## src/rtl/timer_pkg.sv

```systemverilog
// Shared types and helpers for the millisecond timer bank.
package timer_pkg;

    // Channel FSM states: a channel is either parked or counting down.
    typedef enum logic {
        CH_IDLE = 1'b0,
        CH_RUN  = 1'b1
    } ch_state_t;

    // Prescaler width: enough bits for 0..freq_khz-1, never narrower than 1 bit.
    function automatic int pre_width(input int freq_khz);
        int w;
        w = $clog2(freq_khz);
        return (w < 1) ? 1 : w;
    endfunction

endpackage

```

## src/rtl/ms_timer_channel.sv

```systemverilog
// One countdown channel: IDLE/RUN FSM plus count, reload and mode registers.
// Priority of simultaneous events is start > stop > tick.
module ms_timer_channel
    import timer_pkg::*;
#(
    parameter int CNT_W = 16
) (
    input  logic             clk,
    input  logic             rst_n,
    input  logic             tick,
    input  logic             start,
    input  logic             stop,
    input  logic             periodic,
    input  logic [CNT_W-1:0] load,
    output logic             busy,
    output logic             expire,
    output logic [CNT_W-1:0] count
);

    localparam logic [CNT_W-1:0] ONE = CNT_W'(1);

    ch_state_t        state_reg, state_next;
    logic [CNT_W-1:0] count_reg, count_next;
    logic [CNT_W-1:0] reload_reg, reload_next;
    logic             periodic_reg, periodic_next;
    logic             expire_reg, expire_next;

    // State and datapath registers; reset parks the channel with everything cleared.
    always_ff @(posedge clk or negedge rst_n) begin
        if (!rst_n) begin
            state_reg    <= CH_IDLE;
            count_reg    <= '0;
            reload_reg   <= '0;
            periodic_reg <= 1'b0;
            expire_reg   <= 1'b0;
        end else begin
            state_reg    <= state_next;
            count_reg    <= count_next;
            reload_reg   <= reload_next;
            periodic_reg <= periodic_next;
            expire_reg   <= expire_next;
        end
    end

    // Next state and datapath: start wins over stop, stop wins over the ms tick.
    always_comb begin
        state_next    = state_reg;
        count_next    = count_reg;
        reload_next   = reload_reg;
        periodic_next = periodic_reg;
        expire_next   = 1'b0;
        if (start) begin
            if (load == '0) begin
                // A zero-length delay expires immediately and never enters RUN.
                state_next  = CH_IDLE;
                count_next  = '0;
                expire_next = 1'b1;
            end else begin
                // Restarting an active run silently abandons it (no expire).
                state_next    = CH_RUN;
                count_next    = load;
                reload_next   = load;
                periodic_next = periodic;
            end
        end else if (stop) begin
            // Count is kept so the caller can read how far the run got.
            if (state_reg == CH_RUN) begin
                state_next = CH_IDLE;
            end
        end else if (tick && state_reg == CH_RUN) begin
            if (count_reg > ONE) begin
                count_next = count_reg - ONE;
            end else begin
                expire_next = 1'b1;
                if (periodic_reg) begin
                    count_next = reload_reg;
                end else begin
                    count_next = '0;
                    state_next = CH_IDLE;
                end
            end
        end
    end

    // Outputs decode registered state only, so nothing is combinational from inputs.
    always_comb begin
        busy   = (state_reg == CH_RUN);
        expire = expire_reg;
        count  = count_reg;
    end

endmodule

```

## src/rtl/ms_timer_bank.sv

```systemverilog
// Millisecond timer bank: shared prescaler feeding NUM_CH countdown channels.
module ms_timer_bank
    import timer_pkg::*;
#(
    parameter int FREQ_KHZ = 50000,
    parameter int NUM_CH   = 4,
    parameter int CNT_W    = 16
) (
    input  logic                    clk,
    input  logic                    rst_n,
    input  logic                    tick_en,
    output logic                    msec_tick,
    input  logic [NUM_CH-1:0]       ch_start,
    input  logic [NUM_CH-1:0]       ch_stop,
    input  logic [NUM_CH-1:0]       ch_periodic,
    input  logic [NUM_CH*CNT_W-1:0] ch_load,
    output logic [NUM_CH-1:0]       ch_busy,
    output logic [NUM_CH-1:0]       ch_expire,
    output logic [NUM_CH*CNT_W-1:0] ch_count
);

    localparam int               PRE_W    = pre_width(FREQ_KHZ);
    localparam logic [PRE_W-1:0] PRE_LAST = PRE_W'(FREQ_KHZ - 1);

    logic [PRE_W-1:0] pre_cnt_reg;
    logic             msec_tick_reg;

    // Free-running prescaler; full-equality wrap so non-power-of-two rates are exact.
    // Channel starts never touch it, so a channel's first ms is partial.
    always_ff @(posedge clk or negedge rst_n) begin
        if (!rst_n) begin
            pre_cnt_reg   <= '0;
            msec_tick_reg <= 1'b0;
        end else if (tick_en) begin
            if (pre_cnt_reg == PRE_LAST) begin
                pre_cnt_reg   <= '0;
                msec_tick_reg <= 1'b1;
            end else begin
                pre_cnt_reg   <= pre_cnt_reg + PRE_W'(1);
                msec_tick_reg <= 1'b0;
            end
        end else begin
            msec_tick_reg <= 1'b0;
        end
    end

    assign msec_tick = msec_tick_reg;

    // One channel per bus slice; channel gi owns bits [gi*CNT_W +: CNT_W].
    for (genvar gi = 0; gi < NUM_CH; gi++) begin : g_ch
        ms_timer_channel #(
            .CNT_W (CNT_W)
        ) u_ch (
            .clk      (clk),
            .rst_n    (rst_n),
            .tick     (msec_tick_reg),
            .start    (ch_start[gi]),
            .stop     (ch_stop[gi]),
            .periodic (ch_periodic[gi]),
            .load     (ch_load[gi*CNT_W +: CNT_W]),
            .busy     (ch_busy[gi]),
            .expire   (ch_expire[gi]),
            .count    (ch_count[gi*CNT_W +: CNT_W])
        );
    end

endmodule
```

## config.mk

```make
export PLATFORM = sky130hd
export DESIGN_NAME = ms_timer_bank
export DESIGN_NICKNAME = d
export VERILOG_FILES = /design/src/rtl/timer_pkg.sv /design/src/rtl/ms_timer_channel.sv /design/src/rtl/ms_timer_bank.sv
export SDC_FILE = /design/constraint.sdc
export NUM_CORES = 1
export LEC_CHECK = 0
export CAP_MARGIN = 0
export CORE_UTILIZATION = 57
export DETAILED_ROUTE_END_ITERATION = 6
export GPL_TIMING_DRIVEN = 0
export PLACE_DENSITY = 0.85
export SYNTH_ARGS = -nofsm -noshare
export SYNTH_HDL_FRONTEND = slang
export SYNTH_SLANG_ARGS = --single-unit
```

## constraint.sdc

```tcl
create_clock -name clk -period 7.2 [get_ports clk]
set_input_delay 1.44 -clock clk [delete_from_list [all_inputs] [get_ports clk]]
set_output_delay 1.44 -clock clk [all_outputs]
set_load 0.01 [all_outputs]
```

==> impl.org, run 1 <==
** Synth
- In the synthesized netlist the dominant register cell turns out to be sky130_fd_sc_hd__dfrtp_1.
- The cell area that synthesis handed to floorplanning was 8571 µm².
- Of the total synthesized cell area, the portion taken by full adders, half adders and majority gates is 0.01314.
- The number of nets in the synthesized netlist is 1094.
- The compound-cell area share of the yosys netlist came to 0.1788.
- Yosys warning count :: 0
- After synthesis, the share of cell area in mux cells is 0.004964.
- Counting flops with a built-in enable in the synthesized netlist gives 0.
- After synthesis the netlist holds a flip-flop and latch count of 157.
- Proportion of register bits with asynchronous set or reset after synthesis :: 1.000
- Post-synthesis share of cell area spent on xor and xnor gates :: 0.03883
- Number of instances in the synthesized netlist :: 1006
- Distinct cells, synth :: 70
- Of the total synthesized cell area, the portion taken by AND, OR, NAND and NOR gates is 0.2600.
- Per-instance average area after synthesis :: 8.520 µm²
- Largest family of logic cells by synthesized area :: simple AND/OR/NAND/NOR gates
- Portion of the post-synthesis area used by sequential elements :: 0.4584

** Clock tree
- Clock edge transition at the registers on the reported setup and hold paths :: 60 ps
- In this run the deepest clock path goes through 2 buffers.
- TritonCTS buffer count :: 17
- TritonCTS Sinks :: 157
- TritonCTS built the clock tree.
- For the worst-skew pair, the clock arrives at the later sink with an insertion delay of 440 ps.
- Once the clock tree was built, the resizer swapped 0 gates to a different size.
- CTS placed an instance of sky130_fd_sc_hd__clkbuf_16 at the clock tree root.
- Post-CTS setup buffer count :: 0
- H-tree depth :: 4
- In this run, post-CTS hold repair placed 0 buffers.

** Power and ir drop
- In this run the static leakage power is 4.690 nW.
- In this run the power density over the cells is 221.9 nW/µm².
- Peak supply drop :: 195.3 µV

** STA
- Fin Clk Skew :: 7.667 ps
- Post-route setup slack :: 3640 ps
- Setup repair after global routing left no endpoint under its margin.
- The number of pins exceeding their max-slew limit in the final report was 0.
- Final hold vios :: 0
- Actual transition at the worst max-transition pin :: 1069 ps
- Measured against its own limit, the worst slew margin works out to 0.2855.
- Setup violations, final :: 0
- Peak Freq :: 280.9 MHz
- Min Tclk post-route :: 3560 ps
- Final Cycle Share :: 0.4945

** Detailed routing
- Number of violations reported at the end of detailed-routing iteration 0 :: 962
- Detail Route Antenna Nets :: 0
- Wires add up to 25.09 mm.
- In the final routed layout, each cell accounts on average for 18.27 µm.
- The pre-antenna-repair detailed-routing pass consisted of 6 iterations.
- Summing over every cut layer, the via total after detailed routing is 8622.
- Drt via density :: 6.280
- For this run, design rule violations remaining after detail routing come to 0.

** Global route
- Across every metal layer, demand over resource in global routing totals 0.3320.
- In this run the most used layer during global routing was met2.
- Met1 global-route usage :: 0.4523
- Total grt overflow :: 0
- Global-route met2 utilization :: 0.5054
- Number of antenna violations at the first check in global routing :: 0
- Maximum number of pins on one net before global-route repair :: 96
- For met3 alone, demand over resource in global routing was 0.08162.
- First-pass GRT wire length :: 41.36 mm
- The number of global-route vias before repair came to 8325.

** Cells and area
- Counting the fill cells in the layout gives 1078.
- In the final layout, the multi-input gates occupy 4249 µm².
- In the final layout, the share of cells above drive strength 1 is 0.05635.
- Antenna diodes :: 0
- Most frequent cells in the layout :: sky130_fd_sc_hd__nand2_1 (245), sky130_fd_sc_hd__dfrtp_1 (157), sky130_fd_sc_hd__clkdlybuf4s50_1 (149), sky130_fd_sc_hd__nor2_1 (79), sky130_fd_sc_hd__o21ai_0 (51)
- From synthesis to final layout, the design area changed by 27.50%.
- Design Area, Final :: 10930 µm²
- Across the whole layout, storage elements account for 3929 µm².
- Leaving out fill and tap cells, the most frequent cell in the layout is sky130_fd_sc_hd__nand2_1.
- Final design utilization :: 0.7491
- Post-layout nets :: 1264

** Worst setup path
- Counting cells, the worst reg-to-reg path comes to 8.
- Largest fanout on the critical path :: 10
- Critical path capture point type :: register
- RR Startpoint :: g_ch[2].u_ch.count[10]$_DFFE_PN0P_
- Across all register-to-register paths, the minimum setup slack is 4520 ps.
- Required @ worst endpoint :: 7480 ps
- The worst setup path is launched from a primary input.
- The worst setup path is of the in2reg kind.
- Data on the critical path arrives at its endpoint at 3840 ps.
- Worst r2r dst :: g_ch[2].u_ch.count[11]$_DFFE_PN0P_

** Place
- Timing analysis after detailed placement gives a worst setup slack of 3298 ps.
- Placer's final routability congestion estimate :: 0.9489
- Dpl hpwl :: 17.27 mm
- In this run the cell area measured after placement is 10330 µm².
- Input and output buffers added on the ports amount to 150.

** Die
- Cell row count :: 44
- The floorplan step defined a core boundary enclosing 14590 µm².
- For this design the top-level I/O count stands at 152.
- The die covers 15530 µm².
- Measured along the x axis, the die boundary spans 124.6 µm.
- The initial utilization of the core area, before any placement, comes to 0.5875.
- Vertical extent of the die :: 124.6 µm

** Flow run
- Across the run, the number of max-cap violations was 0.

** Worst hold path
- The min-delay analysis places its worst path in the category reg2reg.
- Counting instances, the worst hold path has a depth of 1.
- The path with the worst hold slack has its endpoint at g_ch[3].u_ch.reload_reg[15]$_DFFE_PN0P_.
- The startpoint identified for the worst hold timing path is g_ch[3].u_ch.reload_reg[15]$_DFFE_PN0P_.

** Run status
- Run status :: finished, final reports clean
metal layers:
layer	up-vias	wire length (µm)
li1	3957	-
met1	4059	10430
met2	527	11600
met3	79	2390
met4	0	668
met5	-	0
cell families after synthesis:
logic type | count (synthesis)
flip-flops | 157
adder cells (fa/ha/maj) | 9
XOR/XNOR | 38
AO/OA/AOI/OAI | 231
AND/OR/NAND/NOR | 480
multiplexers | 4
buffers and inverters | 87
area by class of cell:
cell class | count | share of cell area
multi-input cells | 762 | 0.3888
flip-flops and latches | 157 | 0.3595
repair buffers | 151 | 0.1400
clock buffers | 22 | 0.04431
plain buffers | 65 | 0.02839
well taps | 184 | 0.02107
clock inverters | 10 | 0.01030
inverters | 22 | 0.007557
worst max-delay path, cell delays in order:
cell                              delay [ps]
sky130_fd_sc_hd__clkdlybuf4s50_1         450
sky130_fd_sc_hd__nor4_1                  620
sky130_fd_sc_hd__a41o_1                  260
sky130_fd_sc_hd__clkbuf_1                400
sky130_fd_sc_hd__clkbuf_1                500
sky130_fd_sc_hd__o41ai_1                 170
worst max path at each step:
stage / from / to / cells past startpoint
3_3_place_gp: rst_n / g_ch[1].u_ch.count[11]$_DFFE_PN0P_ / 1
5_1_grt: ch_load[41] / g_ch[2].u_ch.count[14]$_DFFE_PN0P_ / 6
2_1_floorplan: ch_load[2] / g_ch[0].u_ch.busy$_DFFE_PN0P_ / 5
4_1_cts: ch_load[41] / g_ch[2].u_ch.busy$_DFFE_PN0P_ / 6
3_5_place_dp: ch_load[50] / g_ch[3].u_ch.busy$_DFFE_PN0P_ / 6
6_report: ch_load[41] / g_ch[2].u_ch.busy$_DFFE_PN0P_ / 6
through the flow:
| step | cells | power, mW | hold WS (ps) | TNS [ps] |
|---|---|---|---|---|
| floorplan | 1006 | 1.289 | 437.9 | 0 |
| global placement | 1340 | 1.504 | 451.6 | -244960 |
| detailed placement | 1341 | 1.517 | 458.6 | 0 |
| CTS | 1373 | 2.425 | 473.5 | 0 |
| global route | 1373 | 2.529 | 493.4 | 0 |
| finish | 1373 | 2.425 | 475.0 | 0 |
power breakdown:
group / internal (mW) / leakage (nW) / switching [mW] / total [mW]
clock: 0.546 / 0.292 / 0.367 / 0.912
combinational: 0.215 / 2.50 / 0.224 / 0.438
sequential: 0.970 / 1.90 / 0.104 / 1.07
total: 1.73 / 4.69 / 0.695 / 2.43
cell usage after synthesis, types with 3 or more instances:
| library cell | count | area share |
|---|---|---|
| sky130_fd_sc_hd__a22oi_1 | 5 | 0.0044 |
| sky130_fd_sc_hd__nand4_1 | 11 | 0.0080 |
| sky130_fd_sc_hd__and2_1 | 7 | 0.0051 |
| sky130_fd_sc_hd__o41ai_1 | 7 | 0.0072 |
| sky130_fd_sc_hd__a22o_1 | 7 | 0.0072 |
| sky130_fd_sc_hd__nor2_1 | 79 | 0.035 |
| sky130_fd_sc_hd__nand2_1 | 245 | 0.11 |
| sky130_fd_sc_hd__and3_1 | 12 | 0.0088 |
| sky130_fd_sc_hd__xnor2_1 | 22 | 0.022 |
| sky130_fd_sc_hd__or4_1 | 12 | 0.011 |
| sky130_fd_sc_hd__or2_2 | 5 | 0.0036 |
| sky130_fd_sc_hd__nor3_1 | 20 | 0.012 |
| sky130_fd_sc_hd__o21ai_1 | 9 | 0.0053 |
| sky130_fd_sc_hd__a41oi_1 | 6 | 0.0061 |
| sky130_fd_sc_hd__nand2b_1 | 3 | 0.0022 |
| sky130_fd_sc_hd__nand3b_1 | 4 | 0.0035 |
| sky130_fd_sc_hd__o31ai_1 | 9 | 0.0079 |
| sky130_fd_sc_hd__a31oi_1 | 27 | 0.020 |
| sky130_fd_sc_hd__inv_1 | 22 | 0.0096 |
| sky130_fd_sc_hd__a21oi_1 | 40 | 0.023 |
| sky130_fd_sc_hd__a211oi_1 | 6 | 0.0053 |
| sky130_fd_sc_hd__nand3_1 | 23 | 0.013 |
| sky130_fd_sc_hd__or3_1 | 4 | 0.0029 |
| sky130_fd_sc_hd__dfrtp_1 | 157 | 0.46 |
| sky130_fd_sc_hd__a221oi_1 | 6 | 0.0061 |
| sky130_fd_sc_hd__xor2_1 | 16 | 0.016 |
| sky130_fd_sc_hd__buf_4 | 10 | 0.0088 |
| sky130_fd_sc_hd__buf_2 | 7 | 0.0041 |
| sky130_fd_sc_hd__and3b_1 | 3 | 0.0031 |
| sky130_fd_sc_hd__a41o_1 | 4 | 0.0047 |
| sky130_fd_sc_hd__o211ai_1 | 4 | 0.0035 |
| sky130_fd_sc_hd__clkbuf_1 | 43 | 0.019 |
| sky130_fd_sc_hd__ha_1 | 9 | 0.013 |
| sky130_fd_sc_hd__nor3b_1 | 8 | 0.0070 |
| sky130_fd_sc_hd__a311oi_1 | 19 | 0.019 |
| sky130_fd_sc_hd__o21ai_0 | 51 | 0.030 |
| sky130_fd_sc_hd__nor4_1 | 33 | 0.024 |
| sky130_fd_sc_hd__o22ai_1 | 12 | 0.0088 |
No activity file was read; power rests on OpenSTA's default activity.
==> run 2: changes to the inputs <==
- CORE_UTILIZATION: 57 -> 53
- PLACE_DENSITY: 0.85 -> 0.8
- clock period: 7.2 -> 3.6 ns (I/O delays scaled with it)
==> impl.org, run 2 (synthesis gave the netlist of run 1 again) <==
** Run status
- The flow ran to the end, but the final reports show violations.
- Violated checks :: design-rule violations

** STA
- Max Slew Vio Count :: 0
- The number of hold violations in the final report is 0.
- Peak Freq :: 356.5 MHz
- Actual transition at the worst max-transition pin :: 1049 ps
- Across the routed clock network, the largest skew measured is 10.90 ps.
- The clock period could shrink to 2805 ps.
- Worst max-slew margin expressed relative to the limit :: 0.2989
- Final Cycle Share :: 0.7792
- Unrepaired setup endpoints after global routing :: false
- After routing, the total negative slack on setup checks comes to 0 ps.
- Setup violations remaining at the end of the flow were counted as 0.

** Worst setup path
- Critical path's slowest cell :: sky130_fd_sc_hd__nor4_1
- Critical path capture point type :: register
- Most repeated library cell on the critical path :: sky130_fd_sc_hd__o21ai_0
- The critical path is of the reg2reg type.
- Of all nets on the critical path, the largest fanout is 10.
- Worst-path cell chain :: nor4_1 -> nand2_1 -> nor2_1 -> clkbuf_1 -> buf_2 -> o21ai_0 -> nand3_1 -> o21ai_0
- Worst setup SP type :: register
- Biggest cell delay along the critical path :: 740 ps
- At the worst endpoint, the arrival time is 3080 ps.
- Critical path's top delay family :: simple AND/OR/NAND/NOR gates
- The number of buffers and inverters on the critical path is 2.
- Required @ worst endpoint :: 3880 ps

** Flow run
- Number of max-cap violations :: 0

** Global route
- Entering global routing, the biggest net connects 101 pins.
- Total grt overflow :: 0
- In the global route stage, overall resource usage came out at 0.3093.
- Number of global-route vias before repair :: 8124
- The first global-routing pass estimated 40.48 mm of wire.
- Number of antenna violations at the first check in global routing :: 0

** Detailed routing
- Number of violations reported at the end of detailed-routing iteration 0 :: 828
- Summing over every cut layer, the via total after detailed routing is 8545.
- Dividing the detail-routed via count by the number of cells gives 6.082.
- The count of nets left with antenna violations once routing finished came out at 0.
- Wires add up to 24.76 mm.
- Wire length per cell after detailed routing :: 17.62 µm
- Drt drc :: 3
- Number of optimization iterations in the first detailed-route pass :: 7

** Cells and area
- The final layout contains 1264 nets.
- After filler insertion, the fill cell instance count of the layout stands at 1233.
- The sequential cells in the finished layout cover a total of 3929 µm².
- Antenna diodes :: 0
- Leaving out fill and tap cells, the most frequent cells in the layout are sky130_fd_sc_hd__nand2_1 (245), sky130_fd_sc_hd__dfrtp_1 (157), sky130_fd_sc_hd__clkdlybuf4s50_1 (149), sky130_fd_sc_hd__nor2_1 (79), sky130_fd_sc_hd__o21ai_0 (51).
- The library cell used most frequently in the layout, excluding fill and tap cells, is sky130_fd_sc_hd__nand2_1.
- Once layout is complete, the cells apart from fillers number 1405.
- Multi-input logic area :: 4249 µm²
- Fraction of final layout cells sized beyond drive strength 1 :: 0.05719
- P&R area growth vs syn :: 28.67%

** Clock tree
- CTS-repair resized insts :: 0
- In this run the deepest clock path goes through 2 buffers.
- Post-CTS setup buffer count :: 0
- The number of hold buffers added after CTS was 0.
- Clock-pin slew was measured on the worst setup and hold paths at 60 ps.
- H-tree depth :: 4
- Counting every sink on the clock net gives 157.
- TritonCTS built the clock tree.
- Master cell of the clock root buffer :: sky130_fd_sc_hd__clkbuf_16
- TritonCTS created 17 clock buffers.
- Clk_lat worst skew :: 430 ps

** Power and ir drop
- Dividing total power by cell area gives a power density of 455.7 nW/µm².
- Peak supply drop :: 440.6 µV
- The analysis attributes to cell leakage a power of 4.712 nW.

** Worst hold path
- Worst hold-check path type :: in2async

** Place
- Dpl hpwl :: 17.31 mm
- The congestion estimate from routability-driven global placement came to 0.9415.
- The count of buffers added on input and output ports is 150.
- The number of placed instances, taps included, is 1373.

** Die
- After floorplanning, the core was divided into 46 placement rows.
- Area enclosed by the die boundary :: 16680 µm²
- Die X :: 129.2 µm
- The floorplan step defined a core boundary enclosing 15830 µm².
- Ports placed on the boundary :: 152
- The initial utilization of the core area, before any placement, comes to 0.5415.
- The floorplan step set the die height to 129.2 µm.
[run 2: metal layers]
layer / global-route usage / up-vias / wire length [µm]
met4: 0.1239 / 0 / 524
met1: 0.4308 / 4115 / 10680
met3: 0.05698 / 49 / 2066
met5: 0 / - / 0
li1: - / 3954 / -
met2: 0.4782 / 427 / 11490
[run 2: report_power, final]
group	internal (mW)	switching (mW)	leakage, nW
combinational	0.430	0.452	2.50
sequential	1.94	0.204	1.90
clock	1.25	0.749	0.313
total	3.62	1.41	4.71
[run 2: worst paths after layout]
check | startpoint | to | slack (ps) | cells after the start
hold reg to reg | g_ch[1].u_ch.reload_reg[10]$_DFFE_PN0P_ | g_ch[1].u_ch.reload_reg[10]$_DFFE_PN0P_ | 480 | 2
min in group clk | g_ch[1].u_ch.reload_reg[10]$_DFFE_PN0P_ | g_ch[1].u_ch.reload_reg[10]$_DFFE_PN0P_ | 480 | 2
max in group asynchronous | rst_n | g_ch[0].u_ch.reload_reg[6]$_DFFE_PN0P_ | 2550 | 2
setup reg to reg | g_ch[2].u_ch.count[10]$_DFFE_PN0P_ | g_ch[2].u_ch.count[10]$_DFFE_PN0P_ | 790 | 8
hold / removal | rst_n | g_ch[2].u_ch.reload_reg[15]$_DFFE_PN0P_ | 210 | 1
setup / recovery | g_ch[2].u_ch.count[10]$_DFFE_PN0P_ | g_ch[2].u_ch.count[10]$_DFFE_PN0P_ | 790 | 8
[run 2: metrics by stage]
stage / util / instance area [µm²] / hold slack (ps) / setup slack (ps) / power, mW
final: 0.6968 / 11030 / 213.1 / 794.9 / 5.026
after global routing: 0.6968 / 11030 / 233.7 / 622.1 / 5.238
after CTS: 0.6968 / 11030 / 221.7 / 873.0 / 5.038
after detailed placement: 0.6555 / 10380 / 458.5 / 401.0 / 3.041
after global placement: 0.6534 / 10340 / 450.5 / -4641 / 3.014
after floorplan: - / 8571 / 424.4 / 1271 / 2.577
[run 2: cell type report]
class,instances,area share
Timing Repair Buffer,151,0.1391
Multi-Input combinational cell,762,0.3853
Inverter,22,0.007488
Tap cell,216,0.02451
Sequential cell,157,0.3563
Clock inverter,14,0.01940
Clock buffer,18,0.03982
Buffer,65,0.02814
==> run 3: changes to the inputs <==
- clock period: 3.6 -> 2.8 ns (I/O delays scaled with it)
==> impl.org, run 3 (synthesis gave the netlist of run 1 again) <==
** Clock tree
- CTS-repair resized insts :: 0
- CTS tree :: done
- H-tree depth :: 4
- TritonCTS Sinks :: 157
- For the worst-skew pair, the clock arrives at the later sink with an insertion delay of 430 ps.
- TritonCTS created 17 clock buffers.
- After clock tree synthesis, the flow added hold-fix buffers numbering 0.
- The root buffer cell chosen for the clock tree is sky130_fd_sc_hd__clkbuf_16.
- CTS Buffer Depth :: 2
- Post-CTS setup buffer count :: 0
- Clock-pin slew was measured on the worst setup and hold paths at 60 ps.

** Detailed routing
- Wire length per cell after detailed routing :: 17.66 µm
- Drt drc :: 0
- Number of violations reported at the end of detailed-routing iteration 0 :: 1021
- Routed signal wires occupy layers up through met4.
- Final routed wirelength across all metal layers :: 24.81 mm
- In the routed layout, each cell is associated on average with a via count of 6.065.
- The routed layout has 8521 vias.
- Summed over all nets, wire length on met2 after detailed routing comes to 11.51 mm.
- For this run, the detailed router's first-pass iteration total came to 6.
- Detail Route Antenna Nets :: 0
- For this block, wires on met1 add up to 10.67 mm.
- After detailed routing, the met3 layer carries 2.101 mm of wire.

** Global route
- The number of antenna violations at the first check in global routing is 0.
- Overall routing resource usage :: 0.3093
- First-pass GRT wire length :: 40.48 mm
- Entering global routing, the biggest net connects 101 pins.
- Number of global-route vias before repair :: 8124
- After global routing the overflow that remains totals 0.

** Worst setup path
- The worst register-to-register path has a depth of 9.
- Of all nets on the critical path, the largest fanout is 10.
- The worst setup path is launched from a primary input.
- Required @ worst endpoint :: 3080 ps
- Critical path capture point type :: register
- RR Startpoint :: g_ch[1].u_ch.count[1]$_DFFE_PN0P_
- Worst path arrival time :: 2910 ps
- The critical path is of the in2reg type.
- Worst r2r dst :: g_ch[1].u_ch.count[9]$_DFFE_PN0P_
- Slack of the worst reg-to-reg path :: 170 ps

** Cells and area
- Final instance count without filler cells :: 1405
- The finished cells cover 11040 µm².
- Most frequent cells in the layout :: sky130_fd_sc_hd__nand2_1 (245), sky130_fd_sc_hd__dfrtp_1 (157), sky130_fd_sc_hd__clkdlybuf4s50_1 (149), sky130_fd_sc_hd__nor2_1 (79), sky130_fd_sc_hd__o21ai_0 (51)
- Once layout is complete, the utilization of the core stands at 0.6978.
- Leading cell type in the layout, fill and taps excluded :: sky130_fd_sc_hd__nand2_1
- Antenna diodes :: 0
- Compared with the post-synthesis result, the final layout area differs by 28.86%.
- Of the cells placed in the final design, the portion with a size suffix greater than 1 is 0.05971.
- At the end of the flow, the number of nets in the layout was 1264.
- The layout has 1228 filler cells.

** Die
- The core region is 15830 µm².
- The die is 129.2 µm wide.
- Cell row count :: 46
- Vertical extent of the die :: 129.2 µm
- For this configuration, the core starts out at a cell density of 0.5415.
- The floorplan step defined a die boundary enclosing 16680 µm².
- 152 I/O pins were placed.

** STA
- The tightest hold path in the finished design has a slack of 50.97 ps.
- Setup violations, final :: 0
- In the finished design, the share of the clock period the worst path needs comes to 0.9402.
- The worst pin sits at a relative slew slack of 0.2697.
- Static timing analysis puts the maximum clock frequency at 379.9 MHz.
- Fin Clk Skew :: 9.771 ps
- The number of pins exceeding their max-slew limit in the final report was 0.
- For the pin with the worst max-slew slack, the measured transition is 1093 ps.
- Min Tclk post-route :: 2633 ps
- Final hold vios :: 0

** Power and ir drop
- Of the total power, the share spent switching nets is 0.2795.
- Relative contribution of sequential cells to total power :: 0.427
- Summed over all cells, the static leakage comes to 4.713 nW.
- Power comes to 6.463 mW.
- In this run the power density over the cells is 585.2 nW/µm².
- P_int :: 4.657 mW
- In this run the power spent charging and discharging nets is 1.806 mW.
- The share of total power dissipated in the clock network is 0.397.
- Combinational share of power :: 0.176
- IR analysis of the VDD net gives a maximum drop of 564.0 µV.

** Place
- During placement, the flow inserted port buffers numbering 150.
- Once placement finished, the instance area stood at 10380 µm².
- Number of cells in the design after placement :: 1373
- Detailed placement ended at an HPWL of 17.31 mm.
- Routability-driven placement finished with a final weighted congestion of 0.9415.

** Run status
- The flow ran to the end, and the final reports show no timing, DRC or antenna violations.

** Worst hold path
- The worst hold path belongs to the class in2async.

** Flow run
- The tool flagged a number of max-cap violations equal to 0.
run 3: worst max-delay path by stage:
| stage | from | endpoint | cells past startpoint |
|---|---|---|---|
| after floorplan | g_ch[3].u_ch.count[5]$_DFFE_PN0P_ | g_ch[3].u_ch.count[7]$_DFFE_PN0P_ | 9 |
| after global placement | rst_n | g_ch[0].u_ch.reload_reg[5]$_DFFE_PN0P_ | 1 |
| after detailed placement | ch_load[50] | g_ch[3].u_ch.busy$_DFFE_PN0P_ | 6 |
| after CTS | g_ch[2].u_ch.count[10]$_DFFE_PN0P_ | g_ch[2].u_ch.count[10]$_DFFE_PN0P_ | 8 |
| after global routing | g_ch[1].u_ch.count[0]$_DFFE_PN0P_ | g_ch[1].u_ch.count[9]$_DFFE_PN0P_ | 9 |
| final | ch_load[21] | g_ch[1].u_ch.busy$_DFFE_PN0P_ | 6 |
run 3: per-stage QoR:
step                worst slack [ps]  setup TNS (ps)
floorplan                      471.4               0
global placement               -5281         -829130
detailed placement            -239.0           -2938
CTS                            113.5               0
global route                  -4.662          -4.662
finish                         167.5               0
run 3: layout make-up:
type / instances / area (µm²) / area share
buffer: 65 / 310.3 / 0.02810
clock buffer: 18 / 439.2 / 0.03976
clock inverter: 14 / 214.0 / 0.01937
inverter: 22 / 82.58 / 0.007477
multi-input combinational: 762 / 4265 / 0.3862
sequential: 157 / 3929 / 0.3557
tap: 216 / 270.3 / 0.02447
timing repair buffer: 151 / 1534 / 0.1389
run 3: worst max-delay path, cell delays in order:
cell                              delay [ps]
sky130_fd_sc_hd__clkdlybuf4s50_1         470
sky130_fd_sc_hd__nor4_1                  600
sky130_fd_sc_hd__a41o_1                  290
sky130_fd_sc_hd__clkbuf_1                340
sky130_fd_sc_hd__clkbuf_1                480
sky130_fd_sc_hd__o41ai_1                 160
run 3: per-layer routing:
| layer | vias to the layer above | global-route usage |
|---|---|---|
| met3 | 47 | 0.05698 |
| li1 | 3949 | - |
| met1 | 4093 | 0.4308 |
| met2 | 432 | 0.4782 |
| met4 | 0 | 0.1239 |
| met5 | - | 0 |
run 3: power by group through the flow:
stage	logic [mW]	clock network (mW)	registers, mW
6_report	1.14	2.57	2.76
5_1_grt	1.25	2.70	2.79
4_1_cts	1.13	2.60	2.75
3_5_place_dp	1.12	0	2.79
3_3_place_gp	1.09	0	2.78
2_1_floorplan	0.543	0	2.77
